File: src/rtl/irq_controller_pkg.sv
// Shared widths and FSM encoding for the interrupt controller.
package irq_controller_pkg;

    localparam int unsigned N_SRC = 16;
    localparam int unsigned ID_W  = 4;

    typedef enum logic {
        IDLE    = 1'b0,
        PRESENT = 1'b1
    } state_t;

endpackage

File: src/rtl/irq_controller_encoder.sv
// 16-to-4 priority encoder; the highest set index wins, output is 0 when disabled.
module irq_controller_encoder
    import irq_controller_pkg::*;
(
    input  logic [N_SRC-1:0] w,
    input  logic             en,
    output logic [ID_W-1:0]  y
);

    always_comb begin
        y = '0;
        if (en) begin
            for (int i = 0; i < N_SRC; i++) begin
                if (w[i]) y = ID_W'(i);
            end
        end
    end

endmodule

File: src/rtl/irq_controller.sv
// Interrupt front-end: edge/level pending capture, masking, priority select and
// a valid/ack presentation handshake.
module irq_controller
    import irq_controller_pkg::*;
#(
    parameter logic [N_SRC-1:0] TRIG_EDGE = 16'hFFFF
) (
    input  logic             clk,
    input  logic             rst,
    input  logic [N_SRC-1:0] irq_in,
    input  logic [N_SRC-1:0] mask,
    input  logic             irq_ack,
    output logic             irq_valid,
    output logic [ID_W-1:0]  irq_id,
    output logic [N_SRC-1:0] pending
);

    state_t           state, state_nxt;
    logic             valid_nxt;
    logic [ID_W-1:0]  id_nxt;
    logic [ID_W-1:0]  enc_id;
    logic [N_SRC-1:0] irq_q;
    logic [N_SRC-1:0] edge_det;
    logic [N_SRC-1:0] ack_clr;
    logic [N_SRC-1:0] masked;
    logic [N_SRC-1:0] pending_nxt;
    logic             any_masked;
    logic             ack_fire;

    assign edge_det   = irq_in & ~irq_q;
    assign masked     = pending & mask;
    assign any_masked = |masked;
    assign ack_fire   = (state == PRESENT) && irq_ack;
    assign ack_clr    = ack_fire ? (N_SRC'(1) << irq_id) : '0;

    // Edge sources: a new edge beats a same-cycle ack clear. Level sources follow the line.
    assign pending_nxt = (TRIG_EDGE & ((pending & ~ack_clr) | edge_det))
                       | (~TRIG_EDGE & irq_in);

    irq_controller_encoder u_encoder (
        .w  (masked),
        .en (any_masked),
        .y  (enc_id)
    );

    // irq_q tracks the line even in reset so a line held high produces no edge afterwards.
    always_ff @(posedge clk) begin
        irq_q <= irq_in;
        if (rst) begin
            state     <= IDLE;
            pending   <= '0;
            irq_valid <= 1'b0;
            irq_id    <= '0;
        end else begin
            state     <= state_nxt;
            pending   <= pending_nxt;
            irq_valid <= valid_nxt;
            irq_id    <= id_nxt;
        end
    end

    // Once presented, the ID is held until acknowledged; no preemption or retraction.
    always_comb begin
        state_nxt = state;
        valid_nxt = irq_valid;
        id_nxt    = irq_id;
        case (state)
            IDLE: begin
                valid_nxt = 1'b0;
                if (any_masked) begin
                    id_nxt    = enc_id;
                    valid_nxt = 1'b1;
                    state_nxt = PRESENT;
                end
            end
            PRESENT: begin
                valid_nxt = 1'b1;
                if (irq_ack) begin
                    valid_nxt = 1'b0;
                    state_nxt = IDLE;
                end
            end
            default: begin
                valid_nxt = 1'b0;
                state_nxt = IDLE;
            end
        endcase
    end

endmodule

File: config.mk
export PLATFORM = sky130hd
export DESIGN_NAME = irq_controller
export DESIGN_NICKNAME = d
export VERILOG_FILES = /design/src/rtl/irq_controller_pkg.sv /design/src/rtl/irq_controller_encoder.sv /design/src/rtl/irq_controller.sv
export SDC_FILE = /design/constraint.sdc
export NUM_CORES = 1
export LEC_CHECK = 0
export BUFFER_PORTS_ARGS = -buffer_cell sky130_fd_sc_hd__buf_2
export CAP_MARGIN = 20
export CORE_MARGIN = 1.5
export CORE_UTILIZATION = 49
export CTS_BUF_LIST = sky130_fd_sc_hd__clkbuf_8
export DETAILED_ROUTE_END_ITERATION = 8
export PLACE_DENSITY_LB_ADDON = 0.3
export SYNTH_ARGS = -nofsm -noshare
export SYNTH_HDL_FRONTEND = slang
export SYNTH_SLANG_ARGS = --single-unit
File: constraint.sdc
create_clock -name clk -period 1.4 [get_ports clk]
set_input_delay 0.07 -clock clk [delete_from_list [all_inputs] [get_ports clk]]
set_output_delay 0.07 -clock clk [all_outputs]
set_load 0.02 [all_outputs]
# Yosys cells after proc, flatten, opt, wreduce, memory -nomap -nowiden
# Index checks and enable logic that the tools add are counted.
# W data, S select, Z words.
totals:
  regBits: 37
  in_bits: 35
op_classes:
  n_shift: 1
  muxes: 19
  bitwise_logic: 7
  reduce_logical: 3
op_table:
  columns: ["cell", "count"]
  rows:
  - ["$and A16 B16 Y16", 3]
  - ["$mux W4", 8]
  - ["$not A16 Y16", 2]
  - ["$mux W16", 1]
  - ["$or A16 B16 Y16", 1]
  - ["$reduce_or A16 Y1", 1]
  - ["$shl A1 B4 Y16 const A", 1]
  - ["$mux W3", 4]
  - ["$mux W2", 2]
  - ["$mux W1", 3]
  - ["$pmux W1 S2", 1]
  - ["$reduce_and A2 Y1", 1]
  - ["$logic_and A1 B1 Y1", 1]
  - ["$not A1 Y1", 1]

# Longest topological paths before layout
# Gate-level depths: netlist of run 1.
depth:
  ltp_word: 16
  mapped_depth: 6
  mapped_depth_nobuf: 5

# By module
# A second synthesis of run 1 with hierarchy kept.
hier_totals:
  hier_cells: 176
  hier_area_um2: 1508.9
modules_own_cells:
  columns: ["module", "instances", "cells_each", "area_per_inst_um2", "seq_area_each_um2"]
  rows:
  - ["irq_controller", 1, 151, 1356.3, 740.7]
  - ["irq_controller_encoder", 1, 25, 152.6, 0.0]

# Least setup slack after synthesis of run 1
# No wires, ideal clock.
synth_timing:
  path_type: "register -> register"
  startpoint: "register state"
  endpoint: "register pending[0]"
  setup_time_ns: 0.132
  arrival_time_ns: 1.272
  required_time_ns: 1.268
  path_slack_ns: -0.005
  path_stages_with_launch: 6
  path_buffers: 1
  path_cell_list: "dfxtp_1 > buf_2 > nand2_1 > or3_1 > o21ai_0 > a21oi_1"
synth_via:
  elab_chain_len: 5
synth_rtl:
  columns: ["element", "line", "rtl"]
  rows:
  - ["from (decl)", "irq_controller.sv:18", "state_t state, state_nxt;"]
  - ["from (signal assigned)", "irq_controller.sv:55", "state <= state_nxt;"]
  - ["$logic_and A1 B1 Y1", "irq_controller.sv:33", "assign ack_fire = (state == PRESENT) && irq_ack;"]
  - ["$mux W16", "irq_controller.sv:34", "assign ack_clr = ack_fire ? (N_SRC'(1) << irq_id) : '0;"]
  - ["$not A16 Y16", "irq_controller.sv:37", "assign pending_nxt = (TRIG_EDGE & ((pending & ~ack_clr) | edge_det))"]
  - ["$and A16 B16 Y16", "irq_controller.sv:37", null]
  - ["$or A16 B16 Y16", "irq_controller.sv:37", null]
  - ["to (signal assigned)", "irq_controller.sv:56", "pending <= pending_nxt;"]
  - ["to (decl)", "irq_controller.sv:15", "output logic [N_SRC-1:0] pending"]
# Every way passes these cells.
# A chain may end at the register's enable or synchronous reset.

# Worst setup path after layout of run 1
layout_timing:
  startpoint: "register pending[8]"
  endpoint: "register irq_id[2]"
layout_via:
  elab_chain_len: 9
  word_cells_on_any_way: 11
layout_rtl:
  columns: ["element", "line", "rtl"]
  rows:
  - ["$and A16 B16 Y16 (*)", "irq_controller.sv:31", "assign masked = pending & mask;"]
  - ["$mux W4 (8 in a row)", "irq_controller_encoder.sv:14", "if (w[i]) y = ID_W'(i);"]
  - ["to (signal assigned)", "irq_controller.sv:58", "irq_id <= id_nxt;"]
  - ["to (decl)", "irq_controller.sv:14", "output logic [ID_W-1:0] irq_id,"]
# Every way passes the cells marked *; elsewhere a longest branch is shown, timed or not.

==> metrics.md, run 1 <==
| Metric | Value |
|---|---|
| Pleak | `0.878 nW` |
| Clock buffer count from CTS | `5` |
| Worst endpoint required time | `1.59 ns` |
| Vias | `1,463` |
| Status | `complete, no violations` |
| Global route total overflow | `0` |
| Routed WL | `3.99 mm` |
| Area after DPL | `0.00172 sq mm` |
| Finished Core Util | `0.730` |
| Netlist cell types | `30` |
| Final hold slack | `0.0122 ns` |
| Vias per inst | `5.74` |
| Core ar. | `0.00273 sq mm` |
| Sink Count | `37` |
| Reg clk slew, reported paths | `0.07 ns` |
| Pwr dens | `1220 mW/mm^2` |
| RR Endpoint | `irq_id[2]$_SDFFE_PP0P_` |
| Synthesized flop and latch total | `37` |
| N_diodes | `0` |
| PortBufs | `55` |
| Dpl cells | `232` |
| Htree depth | `2` |
| Register-to-Register Path Depth | `5` |
| Hold endpoint | `state$_SDFF_PP0_` |
| Top_reg_cell synth | `dfxtp_1` |
| GRT Resource Usage Total | `0.259` |
| Min-Delay Startpoint | `irq_ack` |
| Path type of the worst min-delay path | `input port to flop` |
| Max-slew headroom | `0.710` |
| Largest net degree at the start of global routing | `23` |
| Endpoints failing setup | `0` |
| Clock skew | `0.00506 ns` |
| Post-synth EDFFs | `0` |
| Die area | `0.00319 sq mm` |
| Crit share post-route | `0.954` |
| CP startpoint kind | `flop` |
| Starting Density | `0.512` |
| Rows | `19` |
| Post-route setup TNS | `0 ns` |
| Wire per inst | `15.7 um` |
| DRT antenna net count | `0` |
| Hold Vio Cnt, Final | `0` |
| Die width | `56.5 um` |
| Slew Viols, Final | `0` |
| Avg Inst Size Synth | `9.59 sq um` |
| IO Count | `56` |
| Initial DRC count | `112` |
| Final worst slack | `0.0647 ns` |
| Clock latency on the worst-skew pair | `0.29 ns` |
| Net Count, Synth | `181` |
| Root buf cell | `clkbuf_8` |
| Non-Filler Instances | `255` |
| Synthesis-to-finish area growth | `42.5%` |
| RD Place Congestion | `0.900` |
| Worst endpoint data arrival time | `1.53 ns` |
| Post-synth ARST share | `0` |
| Die H | `56.5 um` |
| Post-DP HPWL | `2.71 mm` |
| Initial antenna violation count | `0` |
| Register area share after synthesis | `0.529` |
| Ranking of synthesized cells by area | `dfxtp_1 53%, nand2b_1 8.0%, a21oi_1 6.4%` |
| Deepest clock path buffer count | `2` |
| Synth warnings | `0` |
| Critical path peak fanout | `4` |
| Setup CP Type | `flop to flop` |
| Slew @ Worst Pin | `0.435 ns` |
| TritonCTS clock tree | `done` |
| Synth top area share | `0.529` |
| Share of cells above drive strength 1 | `0.366` |
| Design area | `0.00200 sq mm` |
| Vias in the first global route | `1,398` |
| First-pass GRT wire length | `6.18 mm` |
| Synthesized area | `0.00140 sq mm` |
| DRC | `0` |
| Mapped Cells | `146` |
| CP endpoint kind | `flop` |
| Max Fclk | `0.749 GHz` |
| Final nets | `259` |
| Number of max-cap violations | `0` |
| Hold path depth | `2` |
| Peak supply drop | `1.15 mV` |
| Register-to-Register Setup Slack | `0.06 ns` |
| Total power | `2.44 mW` |
| First-pass detailed-route iteration total | `4` |
| Worst R2R Start | `pending[8]$_SDFF_PP0_` |
| Min cycle time layout | `1.34 ns` |
| Pre-CTS WS | `0.0935 ns` |
| Leading area contributor after synthesis | `dfxtp_1` |
[repair_timing]
action	in CTS	in global routing
setup buffers	0	0
hold endpoints to repair	16	0
gates resized for setup	0	8
setup endpoints to repair	0	2
hold buffers	16	0
[worst max-delay path by stage]
stage / start / to / slack, ns / depth (start not counted)
finish: pending[8]$_SDFF_PP0_ / irq_id[2]$_SDFFE_PP0P_ / 0.06 / 5
global route: pending[8]$_SDFF_PP0_ / irq_id[2]$_SDFFE_PP0P_ / -0.006 / 5
CTS: pending[12]$_SDFF_PP0_ / irq_id[1]$_SDFFE_PP0P_ / 0.07 / 5
detailed placement: pending[12]$_SDFF_PP0_ / irq_id[1]$_SDFFE_PP0P_ / 0.09 / 5
global placement: pending[12]$_SDFF_PP0_ / irq_id[1]$_SDFFE_PP0P_ / 0.11 / 5
floorplan: state$_SDFF_PP0_ / pending[0]$_SDFF_PP0_ / 0.03 / 5
[layer usage]
metal	global-route usage	part of all wire	vias up
met3	0.0899	0.083	19
met2	0.420	0.49	80
met4	0.173	0.046	0
li1	-	-	687
met1	0.282	0.38	677
met5	0	0	-
[area by class of cell]
class / count / area, sq um
Multi-Input combinational cell: 106 / 666
Fill cell: 207 / 738
Timing Repair Buffer: 74 / 458
Clock buffer: 6 / 82.6
Sequential cell: 37 / 747
Clock inverter: 1 / 3.75
Tap cell: 31 / 38.8
[cell usage in the layout, fill, tap and decap left out, types with 2 or more instances in the layout]
cell type / instances
dfxtp_2: 5
nand2b_1: 18
a32oi_1: 2
o21ai_1: 4
buf_2: 55
dfxtp_1: 32
o22ai_1: 2
dlygate4sd3_1: 16
clkbuf_8: 6
nor2_1: 6
o21ai_0: 15
and4_4: 2
a211oi_1: 2
a22oi_2: 7
a21oi_1: 18
nand2_1: 14
buf_4: 3
[critical path: stages, from the launching register on]
cell,delay (ns)
dfxtp_1,0.40
a22oi_2,0.12
and4_4,0.20
a21oi_4,0.20
nor2_1,0.06
a211oi_1,0.25
[where the power goes]
part / internal, mW / total [mW] / switching (mW)
clock: 0.383 / 0.730 / 0.347
sequential: 1.13 / 1.20 / 0.0700
combinational: 0.226 / 0.507 / 0.281
[cells in the mapped netlist (all sizes together), types with 2 or more instances]
library cell and n:
clkbuf 2, or2 2, nand2b 18, and4 2
o21ai 19, o22ai 2, a211oi 2, a22oi 8
nand2 14, a21oi 19, dfxtp 37, nor2 6
a32oi 2
[cells by family (layout without fill, tap and decap cells)]
kind of cell,count (synthesis),after routing,share of synthesized area
buffers and inverters,3,81,0.00894
DFF,37,37,0.529
and+or+nand+nor,46,46,0.176
AOI/OAI and AO/OA,60,60,0.286
[state kept, by name, indices dropped and copies added (netlist names)]
register and count:
pending 16, irq_id 4, irq_q 16, state 1
Power figures use the tool's default switching activity.
==> run 2, diff against run 1 <==
- CELL_PAD_IN_SITES_DETAIL_PLACEMENT: default -> 1
- CELL_PAD_IN_SITES_GLOBAL_PLACEMENT: default -> 2
- CORE_MARGIN: 1.5 -> 3
- CORE_UTILIZATION: 49 -> 28
==> metrics.md, run 2 (synthesized netlist as in run 1, its figures left out) <==
| Metric | Value |
|---|---|
| Status | `complete, no violations (unchanged)` |
| Vias in the first global route | `1,481 (was 1,398)` |
| Slowest cell on the critical path | `dfxtp_2 (was dfxtp_1)` |
| Clock skew | `0.00287 ns (was 0.00506 ns)` |
| Clock latency on the worst-skew pair | `0.28 ns (was 0.29 ns)` |
| Area after DPL | `0.00178 sq mm (was 0.00172 sq mm)` |
| Endpoints failing setup | `0 (unchanged)` |
| PortBufs | `55 (unchanged)` |
| Core ar. | `0.00479 sq mm (was 0.00273 sq mm)` |
| Die width | `76.7 um (was 56.5 um)` |
| Worst endpoint required time | `1.59 ns (about the same)` |
| Deepest clock path buffer count | `2 (unchanged)` |
| Design area | `0.00205 sq mm (was 0.00200 sq mm)` |
| Top flop regs | `irq_q x16, pending x16, irq_id x4 (unchanged)` |
| Pleak | `0.887 nW (was 0.878 nW)` |
| Min cycle time layout | `1.33 ns (was 1.34 ns)` |
| Post-DP HPWL | `3.47 mm (was 2.71 mm)` |
| Vias per inst | `4.82 (was 5.74)` |
| Reg clk slew, reported paths | `0.07 ns (about the same)` |
| Routed WL | `4.43 mm (was 3.99 mm)` |
| First-pass GRT wire length | `7.16 mm (was 6.18 mm)` |
| Max Fclk | `0.750 GHz (was 0.749 GHz)` |
| TritonCTS clock tree | `done (unchanged)` |
| Starting Density | `0.293 (was 0.512)` |
| Crit path largest cell delay | `0.38 ns (was 0.40 ns)` |
| DRC | `0 (unchanged)` |
| Crit share post-route | `0.952 (was 0.954)` |
| Path type of the worst min-delay path | `input port to flop (unchanged)` |
| Initial DRC count | `42 (was 112)` |
| Die area | `0.00589 sq mm (was 0.00319 sq mm)` |
| Clock buffer count from CTS | `5 (unchanged)` |
| CP endpoint kind | `flop (unchanged)` |
| Most frequent cells in the layout | `55 x buf_2, 31 x dfxtp_1, 18 x nand2b_1, 18 x a21oi_1, 17 x dlygate4sd3_1 (was 55 x buf_2, 32 x dfxtp_1, 18 x nand2b_1, 18 x a21oi_1, 16 x dlygate4sd3_1)` |
| Root buf cell | `clkbuf_8 (unchanged)` |
| Wire per inst | `15.1 um (was 15.7 um)` |
| Global route total overflow | `0 (unchanged)` |
| CP startpoint kind | `flop (unchanged)` |
| Vias | `1,411 (was 1,463)` |
| Worst path top cell family by delay | `compound AO/OA/AOI/OAI gates (unchanged)` |
| Worst endpoint data arrival time | `1.52 ns (was 1.53 ns)` |
| Setup CP Type | `flop to flop (unchanged)` |
| GRT Resource Usage Total | `0.154 (was 0.259)` |
| Rows | `25 (was 19)` |
| Critical path peak fanout | `4 (unchanged)` |
| Initial antenna violation count | `0 (unchanged)` |
| RSZ-0062 raised after global routing | `yes` |
| IO Count | `56 (unchanged)` |
| N_diodes | `0 (unchanged)` |
| Pwr dens | `1190 mW/mm^2 (was 1220 mW/mm^2)` |
| Commonest non-fill, non-tap cell in the layout | `buf_2 (unchanged)` |
| First-pass detailed-route iteration total | `4 (unchanged)` |
| Slew @ Worst Pin | `0.481 ns (was 0.435 ns)` |
| Sink Count | `37 (unchanged)` |
| RD Place Congestion | `0.853 (was 0.900)` |
| Share of cells above drive strength 1 | `0.372 (was 0.366)` |
| Synthesis-to-finish area growth | `46.6% (was 42.5%)` |
| Final nets | `261 (was 259)` |
| Die H | `76.7 um (was 56.5 um)` |
| Max-slew headroom | `0.679 (was 0.710)` |
| Largest net degree at the start of global routing | `23 (unchanged)` |
| Hold Vio Cnt, Final | `0 (unchanged)` |
| Crit path buffers/inverters | `0 (unchanged)` |
| Critical path, cell by cell | `a22oi_2 > and4_4 > a21oi_2 > nor2_1 > a211oi_1 (was a22oi_2 > and4_4 > a21oi_4 > nor2_1 > a211oi_1)` |
| Htree depth | `2 (unchanged)` |
| Number of max-cap violations | `0 (unchanged)` |
| Hold path depth | `4 (was 2)` |
| Slew Viols, Final | `0 (unchanged)` |
| Register-to-Register Path Depth | `5 (unchanged)` |
| Peak supply drop | `0.644 mV (was 1.15 mV)` |
| Fill count | `568 (was 207)` |
| DRT antenna net count | `0 (unchanged)` |
| Cell depth of the worst setup path | `5 (unchanged)` |
| Total power | `2.44 mW (about the same)` |
==> run 2: changes by cell type in the layout (fill, tap and decap cells not counted) <==
cell / delta
a221oi_1: -1
a311oi_2: -1
a21oi_2: +1
dfxtp_1: -1
a21oi_4: -1
a221oi_2: +1
o21ai_1: +1
a311oi_1: +1
dfxtp_2: +1
dlygate4sd3_1: +1
buf_4: +1
o21ai_0: -1
==> run 2: final cells by class <==
| cell class | instances | area, sq um | share of cell area |
|---|---|---|---|
| clock buffer | 6 | 82.6 | 0.0402 |
| timing repair buffer | 76 | 475 | 0.232 |
| tap | 67 | 83.8 | 0.0409 |
| clock inverter | 1 | 3.75 | 0.00183 |
| multi-input combinational | 106 | 658 | 0.321 |
| sequential | 37 | 748 | 0.365 |
==> run 2: repair_timing <==
| item | 4_1_cts | 5_1_grt |
|---|---|---|
| cloned | 0 | 0 |
| resized for setup | 1 | 8 |
| setup buffers | 0 | 0 |
| hold endpoints to repair | 17 | 0 |
| hold buffers | 17 | 0 |
| setup endpoints to repair | 1 | 4 |
==> run 2: power by group <==
part	switching [mW]	internal [mW]	total (mW)
Clock	0.344	0.383	0.727
Sequential	0.0633	1.13	1.20
Combinational	0.281	0.229	0.511
==> run 2: per-stage QoR <==
stage	cells	worst slack (ns)	TNS (ns)	util	hold slack [ns]
after global placement	269	-0.0224	-0.0224	0.371	0.187
after detailed placement	269	-0.0177	-0.0177	0.371	0.189
final	293	0.0670	0	0.429	0.173
after global routing	293	-0.0123	-0.0181	0.429	0.193
after CTS	293	0.00262	0	0.426	0.167
after floorplan	146	0.0290	0	-	0.0977
==> run 2: metal layers <==
metal / routed length [um] / vias up / GRT usage
li1: - / 691 / -
met1: 1940 / 679 / 0.183
met2: 2180 / 35 / 0.264
met3: 256 / 6 / 0.0493
met4: 53 / 0 / 0.0489
met5: 0 / - / 0
==> run 2: worst min-delay path, cell delays in order <==
cell,delay (ns)
buf_2,0.10
a221oi_2,0.07
o21ai_1,0.07
o22ai_1,0.08
==> run 2: worst paths after layout <==
check | startpoint | endpoint | slack [ns]
hold reg to reg | irq_q[7]$_DFF_P_ | pending[7]$_SDFF_PP0_ | 0.48
hold / removal | mask[14] | irq_id[0]$_SDFFE_PP0P_ | 0.17
setup reg to reg | pending[12]$_SDFF_PP0_ | irq_id[2]$_SDFFE_PP0P_ | 0.07
setup / recovery | pending[12]$_SDFF_PP0_ | irq_id[2]$_SDFFE_PP0P_ | 0.07
==> run 3, diff against run 2 <==
- PLACE_DENSITY_LB_ADDON: 0.3 -> 0.1
==> metrics.md, run 3 (synthesized netlist as in run 1, its figures left out) <==
| Metric | Value |
|---|---|
| Wire per inst | `15.5 um (was 15.1 um)` |
| Routed WL | `4.58 mm (was 4.43 mm)` |
| N_diodes | `0 (unchanged)` |
| Die width | `76.7 um (unchanged)` |
| Worst path top cell family by delay | `compound AO/OA/AOI/OAI gates (unchanged)` |
| Hold path depth | `4 (unchanged)` |
| First-pass GRT wire length | `7.38 mm (was 7.16 mm)` |
| Min cycle time layout | `1.36 ns (was 1.33 ns)` |
| RD Place Congestion | `0.819 (was 0.853)` |
| Worst R2R Start | `pending[14]$_SDFF_PP0_ (was pending[12]$_SDFF_PP0_)` |
| Final nets | `263 (was 261)` |
| Root buf cell | `clkbuf_8 (unchanged)` |
| RR Endpoint | `irq_id[0]$_SDFFE_PP0P_ (was irq_id[2]$_SDFFE_PP0P_)` |
| Starting Density | `0.293 (unchanged)` |
| RSZ-0062 raised after global routing | `yes (unchanged)` |
| Vias in the first global route | `1,501 (was 1,481)` |
| Register-to-Register Setup Slack | `0.04 ns (was 0.07 ns)` |
| Clock buffer count from CTS | `5 (unchanged)` |
| Min-Delay Startpoint | `mask[14] (unchanged)` |
| Final hold slack | `0.160 ns (was 0.173 ns)` |
| Reg area | `747 sq um (was 748 sq um)` |
| Vias | `1,448 (was 1,411)` |
| Pleak | `0.900 nW (was 0.887 nW)` |
| Core ar. | `0.00479 sq mm (unchanged)` |
| Number of max-cap violations | `0 (unchanged)` |
| Die H | `76.7 um (unchanged)` |
| Non-Filler Instances | `296 (was 293)` |
| Share of cells above drive strength 1 | `0.376 (was 0.372)` |
| IO Count | `56 (unchanged)` |
| CP endpoint kind | `flop (unchanged)` |
| Post-route setup TNS | `0 ns (unchanged)` |
| Setup CP Type | `flop to flop (unchanged)` |
| Commonest non-fill, non-tap cell in the layout | `buf_2 (unchanged)` |
| Dpl cells | `270 (was 269)` |
| Finished Core Util | `0.432 (was 0.429)` |
| Worst endpoint data arrival time | `1.57 ns (was 1.52 ns)` |
| Path type of the worst min-delay path | `input port to flop (unchanged)` |
| Synthesis-to-finish area growth | `47.8% (was 46.6%)` |
| Top flop regs | `irq_q x16, pending x16, irq_id x4 (unchanged)` |
| Critical path, cell by cell | `a22oi_2 > and4_4 > a21o_1 > a21oi_1 > o22ai_1 (was a22oi_2 > and4_4 > a21oi_2 > nor2_1 > a211oi_1)` |
| Worst endpoint required time | `1.61 ns (was 1.59 ns)` |
| Post-DP HPWL | `3.41 mm (was 3.47 mm)` |
| Clock latency on the worst-skew pair | `0.28 ns (about the same)` |
| Rows | `25 (unchanged)` |
| Register-to-Register Path Depth | `5 (unchanged)` |
| Multi-input logic area | `666 sq um (was 658 sq um)` |
| DRT antenna net count | `0 (unchanged)` |
| Reg clk slew, reported paths | `0.07 ns (about the same)` |
| Crit path largest cell delay | `0.35 ns (was 0.38 ns)` |
| Total power | `2.45 mW (was 2.44 mW)` |
| DRC | `0 (unchanged)` |
| Pwr dens | `1180 mW/mm^2 (was 1190 mW/mm^2)` |
| Status | `complete, no violations (unchanged)` |
| Sink Count | `37 (unchanged)` |
| First-pass detailed-route iteration total | `4 (unchanged)` |
| Slowest cell on the critical path | `dfxtp_2 (unchanged)` |
| TritonCTS clock tree | `done (unchanged)` |
| Fill count | `589 (was 568)` |
| Most frequent cells in the layout | `55 x buf_2, 32 x dfxtp_1, 18 x nand2b_1, 18 x a21oi_1, 17 x dlygate4sd3_1 (was 55 x buf_2, 31 x dfxtp_1, 18 x nand2b_1, 18 x a21oi_1, 17 x dlygate4sd3_1)` |
| Deepest clock path buffer count | `2 (unchanged)` |
| Global route total overflow | `0 (unchanged)` |
| Htree depth | `2 (unchanged)` |
| Max Fclk | `0.737 GHz (was 0.750 GHz)` |
| Hold Vio Cnt, Final | `0 (unchanged)` |
| Initial antenna violation count | `0 (unchanged)` |
| Max-slew headroom | `0.701 (was 0.679)` |
| Critical path peak fanout | `4 (unchanged)` |
| PortBufs | `55 (unchanged)` |
| Cell depth of the worst setup path | `5 (unchanged)` |
| Initial DRC count | `50 (was 42)` |
| Slew @ Worst Pin | `0.448 ns (was 0.481 ns)` |
| CP startpoint kind | `flop (unchanged)` |
| Peak supply drop | `0.650 mV (was 0.644 mV)` |
| Die area | `0.00589 sq mm (unchanged)` |
| Endpoints failing setup | `0 (unchanged)` |
| Crit path buffers/inverters | `0 (unchanged)` |
| Crit share post-route | `0.969 (was 0.952)` |
| Vias per inst | `4.89 (was 4.82)` |
| GRT Resource Usage Total | `0.160 (was 0.154)` |
| Slew Viols, Final | `0 (unchanged)` |
| Clock skew | `0.00193 ns (was 0.00287 ns)` |
| Largest net degree at the start of global routing | `23 (unchanged)` |
| Hold endpoint | `irq_id[0]$_SDFFE_PP0P_ (unchanged)` |
## run 3: changes by cell type in the layout (fill, tap and decap cells not counted), sizes merged
cell	before	now
buf	59	61
clkinv	0	2
clkbuf	6	5
## run 3: worst max-delay path by stage
stage,startpoint,endpoint
3_3_place_gp,pending[11]$_SDFF_PP0_,irq_id[0]$_SDFFE_PP0P_
5_1_grt,pending[14]$_SDFF_PP0_,irq_id[0]$_SDFFE_PP0P_
2_1_floorplan,state$_SDFF_PP0_,pending[0]$_SDFF_PP0_
3_5_place_dp,pending[11]$_SDFF_PP0_,irq_id[0]$_SDFFE_PP0P_
6_report,pending[14]$_SDFF_PP0_,irq_id[0]$_SDFFE_PP0P_
4_1_cts,pending[11]$_SDFF_PP0_,irq_id[0]$_SDFFE_PP0P_
## run 3: worst reg2reg max path, cell delays in order (launching register included)
cell     delay, ns
dfxtp_2       0.35
a22oi_2       0.25
and4_4        0.31
a21o_1        0.16
a21oi_1       0.08
o22ai_1       0.14
## run 3: routing by layer
layer  vias to the layer above  share of wire  global-route usage
li1                        699              -                   -
met1                       697           0.45               0.197
met2                        44           0.48               0.267
met3                         8          0.055              0.0469
met4                         0          0.014              0.0489
met5                         -              0                   0
## run 3: power breakdown
group / total (mW) / switching (mW) / internal [mW]
registers: 1.19 / 0.0618 / 1.13
clock network: 0.712 / 0.374 / 0.338
logic: 0.542 / 0.302 / 0.241
## run 3: stage by stage
step	setup slack (ns)	instance area, sq um
finish	0.0439	2070
CTS	0.000557	2040
global placement	0.00777	1780
floorplan	0.0290	1400
detailed placement	0.0159	1780
global route	-0.0303	2070
## run 3: layout make-up
class / instances / area share
Sequential cell: 37 / 0.361
Tap cell: 67 / 0.0405
Clock buffer: 5 / 0.0333
Timing Repair Buffer: 78 / 0.237
Clock inverter: 3 / 0.00665
Multi-Input combinational cell: 106 / 0.322
## run 3: repair_timing
action / 4_1_cts / 5_1_grt
hold buffers: 17 / 0
setup buffers: 0 / 1
resized for setup: 0 / 8
endpoints found under the setup margin: 0 / 5
hold endpoints to repair: 17 / 0
